### config.mk
export PLATFORM = sky130hd
export DESIGN_NAME = aud_i2s_tx
export DESIGN_NICKNAME = d
export VERILOG_FILES = /design/src/rtl/aud_pkg.sv /design/src/rtl/aud_edge_sync.sv /design/src/rtl/aud_i2s_tx.sv
export SDC_FILE = /design/constraint.sdc
export NUM_CORES = 1
export LEC_CHECK = 0
export BUFFER_PORTS_ARGS = -buffer_cell sky130_fd_sc_hd__buf_2
export CAP_MARGIN = 5
export CORE_MARGIN = 3
export CORE_UTILIZATION = 30
export DETAILED_ROUTE_END_ITERATION = 7
export GPL_ROUTABILITY_DRIVEN = 1
export HOLD_SLACK_MARGIN = 0.1
export PLACE_DENSITY = 0.52
export SLEW_MARGIN = 15
export SYNTH_ARGS = -nofsm -noshare
export SYNTH_HDL_FRONTEND = slang
export SYNTH_SLANG_ARGS = --single-unit
### constraint.sdc
create_clock -name i_clk -period 3.05 [get_ports i_clk]
set_input_delay 0.305 -clock i_clk [delete_from_list [all_inputs] [get_ports i_clk]]
set_output_delay 0.305 -clock i_clk [all_outputs]
set_load 0.02 [all_outputs]
### src/rtl/aud_pkg.sv
// Shared types and constants for the I2S DAC transmitter.
// FSM encoding and frame constants live here.
package aud_pkg;

  localparam int DATA_W_DEF = 16;
  localparam int I2S_DELAY  = 1;

  typedef enum logic [2:0] {
    S_IDLE,
    S_WAIT_L,
    S_LEFT,
    S_WAIT_R,
    S_RIGHT
  } aud_state_e;

endpackage

### src/rtl/aud_edge_sync.sv
// Synchroniser plus history flop for one asynchronous codec clock.
// Level and edge outputs are registered together so they stay aligned.
module aud_edge_sync #(
  parameter int SYNC_STAGES = 2
) (
  input  logic i_clk,
  input  logic i_rst,
  input  logic i_pin,
  output logic o_level,
  output logic o_rise,
  output logic o_fall
);

  logic [SYNC_STAGES-1:0] r_sync;
  logic                   r_hist;
  logic                   r_rise;
  logic                   r_fall;
  logic                   w_now;

  assign w_now = r_sync[SYNC_STAGES-1];

  always_ff @(posedge i_clk) begin
    if (i_rst) begin
      r_sync <= '0;
      r_hist <= 1'b0;
      r_rise <= 1'b0;
      r_fall <= 1'b0;
    end else begin
      r_sync <= {r_sync[SYNC_STAGES-2:0], i_pin};
      r_hist <= w_now;
      r_rise <= w_now & ~r_hist;
      r_fall <= r_hist & ~w_now;
    end
  end

  assign o_level = r_hist;
  assign o_rise  = r_rise;
  assign o_fall  = r_fall;

endmodule

### src/rtl/aud_i2s_tx.sv
// Mono I2S transmitter for the WM8731 DAC path.
// Latches one sample per frame and sends it on both channels.
module aud_i2s_tx
  import aud_pkg::*;
#(
  parameter int DATA_W      = DATA_W_DEF,
  parameter int SYNC_STAGES = 2
) (
  input  logic              i_clk,
  input  logic              i_rst,
  input  logic              i_en,
  input  logic              i_bclk,
  input  logic              i_daclrck,
  input  logic [DATA_W-1:0] i_dac_data,
  output logic              o_aud_dacdat,
  output logic              o_sample_req,
  output logic              o_busy
);

  localparam int CW = $clog2(DATA_W + 1);
  // counter starts at the delay slot and ends after the last data bit
  localparam logic [CW-1:0] CNT0 = CW'(I2S_DELAY - 1);
  localparam logic [CW-1:0] LAST = CW'(DATA_W + I2S_DELAY - 1);

  aud_state_e        r_state;
  aud_state_e        w_state_nxt;
  logic [DATA_W-1:0] r_shift;
  logic [DATA_W-1:0] w_shift_nxt;
  logic [DATA_W-1:0] r_hold;
  logic [DATA_W-1:0] w_hold_nxt;
  logic [CW-1:0]     r_cnt;
  logic [CW-1:0]     w_cnt_nxt;
  logic              r_dat;
  logic              w_dat_nxt;
  logic              r_req;
  logic              w_req_nxt;
  logic              r_lrck_prev;
  logic              w_prev_nxt;

  logic w_bclk_fall;
  logic w_lrck;
  logic w_left_start;
  logic w_right_start;
  logic w_go_left;
  logic w_go_right;
  logic w_unused_bclk_lvl;
  logic w_unused_bclk_rise;
  logic w_unused_lrck_rise;
  logic w_unused_lrck_fall;

  aud_edge_sync #(.SYNC_STAGES(SYNC_STAGES)) u_bclk (
    .i_clk   (i_clk),
    .i_rst   (i_rst),
    .i_pin   (i_bclk),
    .o_level (w_unused_bclk_lvl),
    .o_rise  (w_unused_bclk_rise),
    .o_fall  (w_bclk_fall)
  );

  aud_edge_sync #(.SYNC_STAGES(SYNC_STAGES)) u_lrck (
    .i_clk   (i_clk),
    .i_rst   (i_rst),
    .i_pin   (i_daclrck),
    .o_level (w_lrck),
    .o_rise  (w_unused_lrck_rise),
    .o_fall  (w_unused_lrck_fall)
  );

  assign w_left_start  = ~w_lrck & r_lrck_prev;
  assign w_right_start = w_lrck & ~r_lrck_prev;

  always_ff @(posedge i_clk) begin
    if (i_rst) begin
      r_state     <= S_IDLE;
      r_shift     <= '0;
      r_hold      <= '0;
      r_cnt       <= '0;
      r_dat       <= 1'b0;
      r_req       <= 1'b0;
      r_lrck_prev <= 1'b0;
    end else begin
      r_state     <= w_state_nxt;
      r_shift     <= w_shift_nxt;
      r_hold      <= w_hold_nxt;
      r_cnt       <= w_cnt_nxt;
      r_dat       <= w_dat_nxt;
      r_req       <= w_req_nxt;
      r_lrck_prev <= w_prev_nxt;
    end
  end

  always_comb begin
    w_state_nxt = r_state;
    w_shift_nxt = r_shift;
    w_hold_nxt  = r_hold;
    w_cnt_nxt   = r_cnt;
    w_dat_nxt   = r_dat;
    w_req_nxt   = 1'b0;
    w_prev_nxt  = r_lrck_prev;
    w_go_left   = 1'b0;
    w_go_right  = 1'b0;
    if (w_bclk_fall) begin
      w_prev_nxt = w_lrck;
      unique case (r_state)
        S_IDLE: begin
          w_dat_nxt = 1'b0;
          if (i_en) w_state_nxt = S_WAIT_L;
        end
        S_WAIT_L: begin
          if (!i_en) w_state_nxt = S_IDLE;
          else       w_go_left   = w_left_start;
        end
        S_WAIT_R: begin
          if (!i_en) w_state_nxt = S_IDLE;
          else       w_go_right  = w_right_start;
        end
        S_LEFT, S_RIGHT: begin
          // a new lrck edge cuts a short channel word off
          if (w_left_start || w_right_start) begin
            if (!i_en) begin
              w_dat_nxt   = 1'b0;
              w_state_nxt = S_IDLE;
            end else begin
              w_go_left  = w_left_start;
              w_go_right = w_right_start;
            end
          end else if (r_cnt == LAST) begin
            w_dat_nxt = 1'b0;
            if (!i_en)                w_state_nxt = S_IDLE;
            else if (r_state == S_LEFT) w_state_nxt = S_WAIT_R;
            else                      w_state_nxt = S_WAIT_L;
          end else begin
            w_dat_nxt   = r_shift[DATA_W-1];
            w_shift_nxt = r_shift << 1;
            w_cnt_nxt   = r_cnt + CW'(1);
          end
        end
        default: w_state_nxt = S_IDLE;
      endcase
      if (w_go_left) begin
        w_hold_nxt  = i_dac_data;
        w_shift_nxt = i_dac_data;
        w_req_nxt   = 1'b1;
        w_cnt_nxt   = CNT0;
        w_dat_nxt   = 1'b0;
        w_state_nxt = S_LEFT;
      end
      if (w_go_right) begin
        w_shift_nxt = r_hold;
        w_cnt_nxt   = CNT0;
        w_dat_nxt   = 1'b0;
        w_state_nxt = S_RIGHT;
      end
    end
  end

  assign o_aud_dacdat = r_dat;
  assign o_sample_req = r_req;
  assign o_busy       = (r_state != S_IDLE);

endmodule

# [After elaboration in Yosys (flattened, before gate mapping)]
# Index checks and enable logic that the tools add are counted.
[word_totals] reg_bits=50 input_bits=21 output_inout_bits=3 wordCells=76
[classes] n_addsub=1 eq_ne=10 muxes=34 n_bitwise=7 n_reduce_logical=12
[op_table] cell="$mux 16" count=5
[op_table] cell="$mux 5" count=5
[op_table] cell="$mux 3" count=6
[op_table] cell="$mux 1" count=12
[op_table] cell="$ne 5x5->1 const B" count=2
[op_table] cell="$pmux 3 s3" count=1
[op_table] cell="$eq 3x2->1 const B" count=2
[op_table] cell="$ne 3x1->1 const B" count=2
[op_table] cell="$pmux 1 s2" count=3
[op_table] cell="$reduce_and 3->1" count=2
[op_table] cell="$reduce_bool 3->1" count=2
[op_table] cell="$reduce_or 2->1" count=3
[op_table] cell="$add 5x1->5 const B" count=1
[op_table] cell="$eq 5x5->1 const B" count=1
[op_table] cell="$mux 2" count=2
[op_table] cell="$ne 4x4->1 const B" count=1
[op_table] cell="$not 1->1" count=4
[op_table] cell="$reduce_and 4->1" count=1
[op_table] cell="$reduce_bool 4->1" count=1
[op_table] cell="$and 1x1->1" count=3
[op_table] cell="$eq 3x1->1 const B" count=1
[op_table] cell="$eq 3x3->1 const B" count=1
[op_table] cell="$logic_not 3->1" count=1
[op_table] cell="$reduce_and 2->1" count=1
[op_table] cell="$logic_or 1x1->1" count=1

# [Depth between registers and ports, before layout]
# Gate-level depths: netlist (run 1).
[depth] word_depth=8 ltp_mapped=10 depth_no_buf=7

# [By module]
# From an unflattened synthesis (run 1), not the netlist that was laid out.
[unflattened] hier_cells=249 hier_area_um2=2471.1
[by_module_without_submodules] mod="aud_i2s_tx" n_inst=1 cells_each=229 area_per_inst_um2=2203.4 seq_area_each_um2=860.8
[by_module_without_submodules] mod="aud_edge_sync" n_inst=2 cells_each=10 area_per_inst_um2=133.9 seq_area_each_um2=100.1

# [Worst setup path after synthesis (run 1)]
# Ideal clock, no wire load.
[synth_timing] kind="register to register" startpoint="reg r_lrck_prev" endpoint="reg r_shift[10]" setup_ps=117 arrival_ps=2161 required_ps=2933 setup_slack_ps=771 path_stages_with_launch=10 path_buffers=2 synth_period_minus_slack_ps=2279 cell_sequence="dfxtp_1 -> inv_1 -> ha_1 -> nor4b_4 -> o311a_1 -> buf_6 -> a311o_4 -> and2_4 -> buf_6 -> a32o_1"
[synth_between] elab_chain_len=8 word_cells_on_any_way=18 cone_classes="eq/ne (2); mux (10); bitwise (3); reduce/logical (3)"
[synth_lines] element="from (decl)" line_no="aud_i2s_tx.sv:37" source="logic r_lrck_prev;"
[synth_lines] element="from (signal assigned)" line_no="aud_i2s_tx.sv:88" source="r_lrck_prev <= w_prev_nxt;"
[synth_lines] element="$not 1->1" line_no="aud_i2s_tx.sv:70" source="assign w_right_start = w_lrck & ~r_lrck_prev;"
[synth_lines] element="$and 1x1->1" line_no="aud_i2s_tx.sv:70"
[synth_lines] element="$mux 1 / $logic_or 1x1->1 (equally long branches)" line_no="aud_i2s_tx.sv:114, aud_i2s_tx.sv:120, aud_i2s_tx.sv:119"
[synth_lines] element="$mux 1" line_no="aud_i2s_tx.sv:119" source="if (w_left_start || w_right_start) begin"
[synth_lines] element="$pmux 1 s2" line_no="aud_i2s_tx.sv:104" source="unique case (r_state)"
[synth_lines] element="$mux 1" line_no="aud_i2s_tx.sv:102" source="if (w_bclk_fall) begin"
[synth_lines] element="$ne 3x1->1 (no line), or another cell as far along"
[synth_lines] element="$reduce_and 4->1 (no line) / $mux 16 (equally long branches)"
[synth_lines] element="to (signal assigned)" line_no="aud_i2s_tx.sv:83" source="r_shift <= w_shift_nxt;"
[synth_lines] element="to (decl)" line_no="aud_i2s_tx.sv:27" source="logic [DATA_W-1:0] r_shift;"
# Parallel ways exist; a longest one is shown, timed or not. The select of a mux whose other input is x is not followed.
# A chain may end at the register's enable or synchronous reset.

# [Worst setup path after layout (run 1)]
[layout_timing] startpoint="reg r_lrck_prev" endpoint="reg r_cnt[0]"
[layout_between] elab_chain_len=8 word_cells_on_any_way=18 cone_classes="eq/ne (2); mux (10); bitwise (3); reduce/logical (3)"
[layout_lines] element="$not 1->1" line_no="aud_i2s_tx.sv:70"
[layout_lines] element="$and 1x1->1" line_no="aud_i2s_tx.sv:70"
[layout_lines] element="$mux 1 / $logic_or 1x1->1 (equally long branches)" line_no="aud_i2s_tx.sv:114, aud_i2s_tx.sv:120, aud_i2s_tx.sv:119"
[layout_lines] element="$mux 1" line_no="aud_i2s_tx.sv:119"
[layout_lines] element="$pmux 1 s2" line_no="aud_i2s_tx.sv:104"
[layout_lines] element="$mux 1" line_no="aud_i2s_tx.sv:102"
[layout_lines] element="$ne 3x1->1 (no line), or another cell as far along"
[layout_lines] element="$reduce_and 4->1 (no line) / $mux 5 (equally long branches)"
[layout_lines] element="to (signal assigned)" line_no="aud_i2s_tx.sv:85" source="r_cnt <= w_cnt_nxt;"
[layout_lines] element="to (decl)" line_no="aud_i2s_tx.sv:31" source="logic [CW-1:0] r_cnt;"
# Parallel ways exist; a longest one is shown, timed or not. The select of a mux whose other input is x is not followed.

==> summary.txt, run 1 <==
Place
  – Final GP Congestion: slightly above 0.8
  – Post-DP HPWL: about 3600 um
  – Placement Setup Slack: ~0.55 ns
  – PortBufs: 23

STA
  – Worst Skew: approximately 0.0093 ns
  – Crit path time final: 2.50 ns
  – RSZ-0062 raised after global routing: false
  – Final hold viol count: 0
  – Setup tns final: 0 ns
  – Worst-Margin Slew: around 0.62 ns
  – Period utilization: around 80%
  – Slew HR: 58.2%
  – Setup violations, final: 0
  – Worst setup margin: between 0.5 and 0.6 ns
  – Fin. max-slew vios: 0
  – Fmax: 399 MHz

Global route
  – Total track usage: about an eighth
  – First-pass GRT wire length: between 9000 and 10000 um
  – Overflow after GRT: 0
  – Initial antenna violation count: 0
  – Largest net degree at the start of global routing: 27
  – Vias in the first global route: 1938

Worst setup path
  – Max Fanout on Critical Path: 16
  – Crit start category: register
  – Worst flop-to-flop path endpoint: r_cnt[0]$_SDFFE_PP0P_
  – Slowest-stage cell, CP: ha_1
  – CP arrival: ~2.8 ns
  – Critical Path Max Stage Delay: 0.45 ns
  – R2r startpoint: r_lrck_prev$_SDFFE_PP0P_
  – Flop2flop setup slack: around 0.55 ns
  – Crit. End Element: register
  – Setup Crit Path Kind: register to register
  – Worst EP required: roughly 3.3 ns
  – Reg2Reg Depth: 7
  – Critical-path cell list: inv_1, ha_1, nand2b_1, a31o_2, a311o_4, a21oi_4, a22o_1

Power and ir drop
  – Worst vdd ir: 0.185 mV
  – Pwr/cell area: about 440 mW/mm^2
  – Pwr Total: roughly 1200 uW
  – Standby leakage power: roughly 0.0010 uW

Logic synthesis
  – Compound-gate portion of the synthesized area: a little under 20%
  – Largest family of logic cells by synthesized area: simple AND/OR/NAND/NOR gates
  – Ys Warns: 0
  – Seq/Total Area, Yosys: 40.6%
  – FFs w/ async S/R, synth: 0%
  – Syn nets: ~300
  – Post-synthesis mux area share: under 10%
  – Top_reg_cell synth: dfxtp_1
  – Yosys reg bits: 50
  – XOR/XNOR Fraction of Synth Area: less than 1%
  – Syn avg cell area: ~9 um^2
  – Simple-Gate Fraction of Synth Area: a little under a quarter
  – Cells after Synth: between 200 and 300
  – Syn Std Cell Area: between 0.002 and 0.0025 mm^2
  – Adder-cell share of the synthesized area: ~2.4%
  – Post-synth EDFFs: 0
  – Distinct cells, synth: 52

Clocking
  – CTS resizes: 0
  – CTS Hold Bufs: 0
  – Clk buf depth: 2
  – CTS tree: yes
  – # Post-CTS Setup Buffers: 0
  – Clock Sinks: 50
  – H-tree levels: 2
  – Clock Pin Slew Worst Setup and Hold Paths: roughly 0.09 ns
  – Clock Latency Late Sink: ~0.30 ns
  – Total CTS buffers: 5
  – CTS Root Cell: clkbuf_8

Routing
  – # DRC: 0
  – Post-DRT Antenna Nets: 0
  – WL met3: 167 um
  – Routed metal-1 wire length: 2710 um
  – Final WL: 5340 um
  – Top sig layer: met4
  – Via/cell ratio: 4.88
  – Starting DRT DRC Count: between 70 and 80
  – Drt first pass iters: 4
  – DR WL/cell: approximately 14 um
  – Metal2 WL: between 2000 and 2500 um
  – Via count: ~1900

Hold path
  – Hold path depth: 2
  – HP Start: i_bclk
  – HP Class: input pin to register
  – Hold path endpoint: u_bclk.r_sync[0]$_SDFF_PP0_

Layout
  – Post-layout util: a little over a third
  – Number of diodes: 0
  – Fraction of layout cells with a size suffix above 1: between 10% and 20%
  – Area grow syn2layout: 11.0%
  – Final nets: roughly 320

Die
  – Ports: 24
  – Initial Util: about a third
  – # rows: 32
  – Die Span Y: 96.6 um
  – Core area: 0.00785 mm^2
  – Die width: 96.6 um
  – Die footprint: 0.00934 mm^2

Job
  – Max-cap violations: 0

Status
  – Status: completed
## cells in the final DEF, fill, tap and decap left out, drive strengths merged, types with 2 or more instances in the layout
cell type / netlist / routed
a211o: 2 / 2
a211oi: 2 / 2
a21oi: 22 / 22
a31o: 2 / 2
a31oi: 3 / 3
a32o: 15 / 15
and2: 3 / 3
and3: 3 / 3
buf: 10 / 30
clkbuf: 12 / 6
dfxtp: 50 / 50
ha: 4 / 4
inv: 9 / 9
mux2i: 17 / 17
nand2: 52 / 52
nand2b: 18 / 18
nand4b: 4 / 4
nor2: 6 / 6
nor2b: 7 / 7
nor3: 2 / 2
nor3b: 2 / 2
nor4b: 2 / 2
o211ai: 2 / 2
o21ai: 7 / 7
o31ai: 2 / 2
## synth_stat cells, types with 2 or more instances
cell type  count  area share, %
nor3b_1        2           0.61
buf_6          6            2.7
o21ai_1        3           0.61
nand4b_1       4            1.4
mux2i_1       17            6.9
ha_1           4            2.0
nand2_1       52            7.9
a32o_1        15            6.1
o21ai_0        4           0.81
dfxtp_1       50             41
a21oi_1       21            4.3
clkbuf_1      12            1.8
buf_2          3           0.61
a211oi_1       2           0.61
nor3_1         2           0.41
nor2b_1        7            1.8
a211o_1        2           0.71
and3_1         2           0.51
o211ai_1       2           0.61
inv_1          9            1.4
a31oi_1        3           0.76
nor2_1         6           0.91
nand2b_1      18            4.6
o31ai_1        2           0.61
## critical path: cells and delay by family, from the launching register on
kind                       cells  cell delay [ns]
buffers and inverters          1             0.05
and+or+nand+nor                1             0.17
DFF                            1             0.36
AOI/OAI and AO/OA              4             1.43
adders and majority gates      1             0.45
## metrics by stage
| stage | instance area (um^2) | hold WS (ns) | instances |
|---|---|---|---|
| finish | 2740 | 0.208 | 394 |
| global route | 2740 | 0.204 | 394 |
| CTS | 2740 | 0.196 | 394 |
| detailed placement | 2630 | 0.403 | 386 |
| global placement | 2630 | 0.399 | 386 |
| floorplan | 2460 | 0.388 | 276 |
## layer usage
| metal | track usage, % | vias to the layer above |
|---|---|---|
| li1 | - | 997 |
| met4 | 3.56 | 0 |
| met3 | 2.74 | 4 |
| met2 | 18.7 | 31 |
| met5 | 0 | - |
| met1 | 16.1 | 892 |
## kinds of logic after synthesis
logic type / Yosys count
AO/OA/AOI/OAI: 65
AND/OR/NAND/NOR: 107
XOR/XNOR: 1
buffers and inverters: 31
flip-flops: 50
adder cells (fa/ha/maj): 5
multiplexers: 17
## final cells by class
| class | instances | area, um^2 |
|---|---|---|
| Timing Repair Buffer | 30 | 168 |
| Clock inverter | 2 | 37.5 |
| Multi-Input combinational cell | 195 | 1290 |
| Sequential cell | 50 | 1000 |
| Inverter | 9 | 33.8 |
| Fill cell | 846 | 5110 |
| Clock buffer | 6 | 72.6 |
| Tap cell | 102 | 128 |
## worst max-delay path by stage
stage | start | end | slack [ns]
3_3_place_gp | r_lrck_prev$_SDFFE_PP0P_ | r_cnt[0]$_SDFFE_PP0P_ | 0.62
3_5_place_dp | r_lrck_prev$_SDFFE_PP0P_ | r_cnt[0]$_SDFFE_PP0P_ | 0.55
6_report | r_lrck_prev$_SDFFE_PP0P_ | r_cnt[0]$_SDFFE_PP0P_ | 0.55
4_1_cts | r_lrck_prev$_SDFFE_PP0P_ | r_cnt[0]$_SDFFE_PP0P_ | 0.54
2_1_floorplan | r_lrck_prev$_SDFFE_PP0P_ | r_shift[10]$_SDFFE_PP0P_ | 0.77
5_1_grt | r_lrck_prev$_SDFFE_PP0P_ | r_hold[15]$_SDFFE_PP0P_ | 0.37
## registers in the layout, indices dropped and copies added, names as in the netlist
name	flops
r_hold	16
r_shift	16
r_cnt	5
r_state	3
u_bclk.r_sync	2
u_lrck.r_sync	2
o_aud_dacdat	1
o_sample_req	1
r_lrck_prev	1
u_bclk.o_fall	1
u_bclk.o_level	1
u_lrck.o_level	1
## power by group
part / internal [uW] / switching, uW / leakage [uW]
logic: 29.6 / 42.3 / 0.000580
clock network: 245 / 219 / 0.0000514
registers: 658 / 6.68 / 0.000404
Note: power is estimated with default switching activity, not from simulation.
==> inputs of run 2 (changes only) <==
- PLACE_DENSITY: 0.52 -> 0.54
- clock period: 3.05 -> 2.2 ns (I/O delays scaled with it)
==> summary.txt, run 2 (same netlist as run 1, synthesis figures left out) <==
Die
  – Die width: 96.6 um (unchanged)
  – # rows: 32 (unchanged)
  – Core area: 0.00785 mm^2 (unchanged)
  – Initial Util: 31.4% (unchanged)
  – Die Span Y: 96.6 um (unchanged)
  – Ports: 24 (unchanged)
  – Die footprint: 0.00934 mm^2 (unchanged)

STA
  – Worst setup margin: 0.0564 ns (-0.489 ns)
  – Worst-Margin Slew: 0.418 ns (-0.207 ns)
  – Fin. max-slew vios: 0 (unchanged)
  – Period utilization: 97.4% (+15 points)
  – Setup violations, final: 0 (unchanged)
  – Crit path time final: 2.14 ns (-0.361 ns)
  – Setup tns final: 0 ns (unchanged)
  – Final hold viol count: 0 (unchanged)
  – Fmax: 467 MHz (+17%)
  – Slew HR: 71.4% (+13 points)
  – Worst Skew: 0.00923 ns (-0.000102 ns)

Worst setup path
  – Reg2Reg Depth: 10 (+3)
  – Crit start category: register
  – Critical Path Stages: 10 (+3)
  – Critical-path cell list: inv_1, ha_4, nor4b_2, o311a_1, buf_8, buf_4, buf_4, nand2_1, o211ai_1, a32o_1
  – Crit. End Element: register
  – Most Frequent Cell on Critical Path: buf_4
  – Worst EP required: 2.40 ns (-0.90 ns)
  – Critical path buffers and inverters: 4 (+3)
  – Max Fanout on Critical Path: 6 (-10)
  – Slowest-stage cell, CP: o311a_1
  – Worst setup path endpoint: r_shift[1]$_SDFFE_PP0P_
  – Critical Path Max Stage Delay: 0.40 ns (-0.05 ns)
  – CP arrival: 2.34 ns (-0.42 ns)
  – Setup Crit Path Kind: register to register
  – Critical Path Start: r_lrck_prev$_SDFFE_PP0P_
  – R2r startpoint: r_lrck_prev$_SDFFE_PP0P_
  – Worst flop-to-flop path endpoint: r_shift[1]$_SDFFE_PP0P_
  – CP top delay family: compound AO/OA/AOI/OAI gates
  – Flop2flop setup slack: 0.06 ns (-0.49 ns)

Global route
  – Vias in the first global route: 1944 (+0.31%)
  – First-pass GRT wire length: 9260 um (+0.14%)
  – Overflow after GRT: 0 (unchanged)
  – Initial antenna violation count: 0 (unchanged)
  – Total track usage: 11.7% (-0.16 points)
  – Largest net degree at the start of global routing: 21 (-22%)

Clocking
  – CTS tree: yes
  – CTS Root Cell: clkbuf_8
  – Clk buf depth: 2 (unchanged)
  – Clock Latency Late Sink: 0.31 ns (about the same)
  – Total CTS buffers: 5 (unchanged)
  – H-tree levels: 2 (unchanged)
  – Clock Sinks: 50 (unchanged)
  – Clock Pin Slew Worst Setup and Hold Paths: 0.10 ns (about the same)

Power and ir drop
  – Net Sw Frac: 23.5% (+1.2 points)
  – Logic gate share of total power: 7.0% (+1.0 points)
  – Standby leakage power: 0.00115 uW (+11%)
  – Flop pwr share: 54.1% (-1.3 points)
  – Pwr/cell area: 579 mW/mm^2 (+32%)
  – Psw: 401 uW (+50%)
  – Worst vdd ir: 0.269 mV (+46%)
  – Clock network fraction of design power: 39.0% (+0.4 points)
  – Internal power: 1300 uW (+40%)

Layout
  – Finished Layout Cells: 413 (+4.8%)
  – Fraction of layout cells with a size suffix above 1: 22.2% (+7.5 points)
  – Most frequent cells in the layout: 51 x nand2_1, 49 x dfxtp_1, 23 x buf_2, 23 x buf_4, 21 x a21oi_1
  – Area grow syn2layout: 19.4%
  – Largest regs: r_hold (16), r_shift (16), r_cnt (5)
  – Final nets: 335 (+6.0%)
  – Number of diodes: 0 (unchanged)
  – Most common cell after layout, fill and taps aside: nand2_1

Place
  – Final GP Congestion: 0.814 (+0.48%)
  – PortBufs: 23 (unchanged)
  – Placement Setup Slack: 0.0282 ns (-0.525 ns)
  – Dpl cells: 400 (+3.6%)
  – Post-DP HPWL: 3840 um (+7.2%)

Status
  – Status: completed

Routing
  – Final WL: 5630 um (+5.4%)
  – Via count: 2036 (+5.8%)
  – Drt first pass iters: 5 (+1)
  – Post-DRT Antenna Nets: 0 (unchanged)
  – # DRC: 0 (unchanged)
  – DR WL/cell: 13.6 um (+0.54%)
  – Via/cell ratio: 4.93 (+0.95%)
  – Starting DRT DRC Count: 138 (+75%)

Job
  – Max-cap violations: 0 (unchanged)

Hold path
  – HP Class: input pin to register
-- run 2: changes by cell type in the layout (fill, tap and decap cells not counted), sizes merged --
cell and delta:
buf +19, clkbuf -1, clkinvlp +1
-- run 2: final cells by class --
type | count | area (um^2)
fill | 838 | 4900
clock inverter | 3 | 45.0
timing repair buffer | 49 | 343
clock buffer | 5 | 68.8
sequential | 50 | 1000
multi-input combinational | 195 | 1320
tap | 102 | 128
inverter | 9 | 33.8
-- run 2: worst min-delay path by stage --
stage	start	cells past startpoint	end	slack (ns)
floorplan	i_bclk	1	u_bclk.r_sync[0]$_SDFF_PP0_	0.35
global placement	u_bclk.r_sync[1]$_SDFF_PP0_	1	u_bclk.o_fall$_SDFF_PP0_	0.40
detailed placement	u_bclk.r_sync[1]$_SDFF_PP0_	1	u_bclk.o_fall$_SDFF_PP0_	0.41
CTS	i_bclk	2	u_bclk.r_sync[0]$_SDFF_PP0_	0.12
global route	i_daclrck	2	u_lrck.r_sync[0]$_SDFF_PP0_	0.12
finish	i_daclrck	2	u_lrck.r_sync[0]$_SDFF_PP0_	0.13
-- run 2: layer usage --
metal / GRT usage (%) / vias up / share of wire, %
met1: 15.9 / 959 / 50
met2: 18.6 / 36 / 46
li1: - / 1039 / -
met3: 2.60 / 2 / 3.6
met5: 0 / - / 0
met4: 3.24 / 0 / 0.60
-- run 2: repair_timing --
action | 4_1_cts | 5_1_grt
setup buffers | 0 | 5
endpoints found under the setup margin | 3 | 33
hold buffers | 0 | 0
pin swaps | 0 | 2
cloned | 0 | 0
resized for setup | 1 | 7
-- run 2: power groups by stage --
| stage | clock, uW | sequential, uW | combinational [uW] |
|---|---|---|---|
| floorplan | 0 | 937 | 70.3 |
| global placement | 0 | 942 | 118 |
| detailed placement | 0 | 942 | 118 |
| CTS | 693 | 921 | 118 |
| global route | 709 | 923 | 130 |
| finish | 665 | 922 | 119 |
-- run 2: stage by stage --
stage	util (%)	cell area, um^2	power [uW]	hold slack, ns
after floorplan	-	2480	1010	0.348
after global placement	35.3	2770	1060	0.399
after detailed placement	35.3	2770	1060	0.411
after CTS	36.8	2890	1730	0.119
after global routing	37.5	2940	1760	0.121
final	37.5	2940	1710	0.128
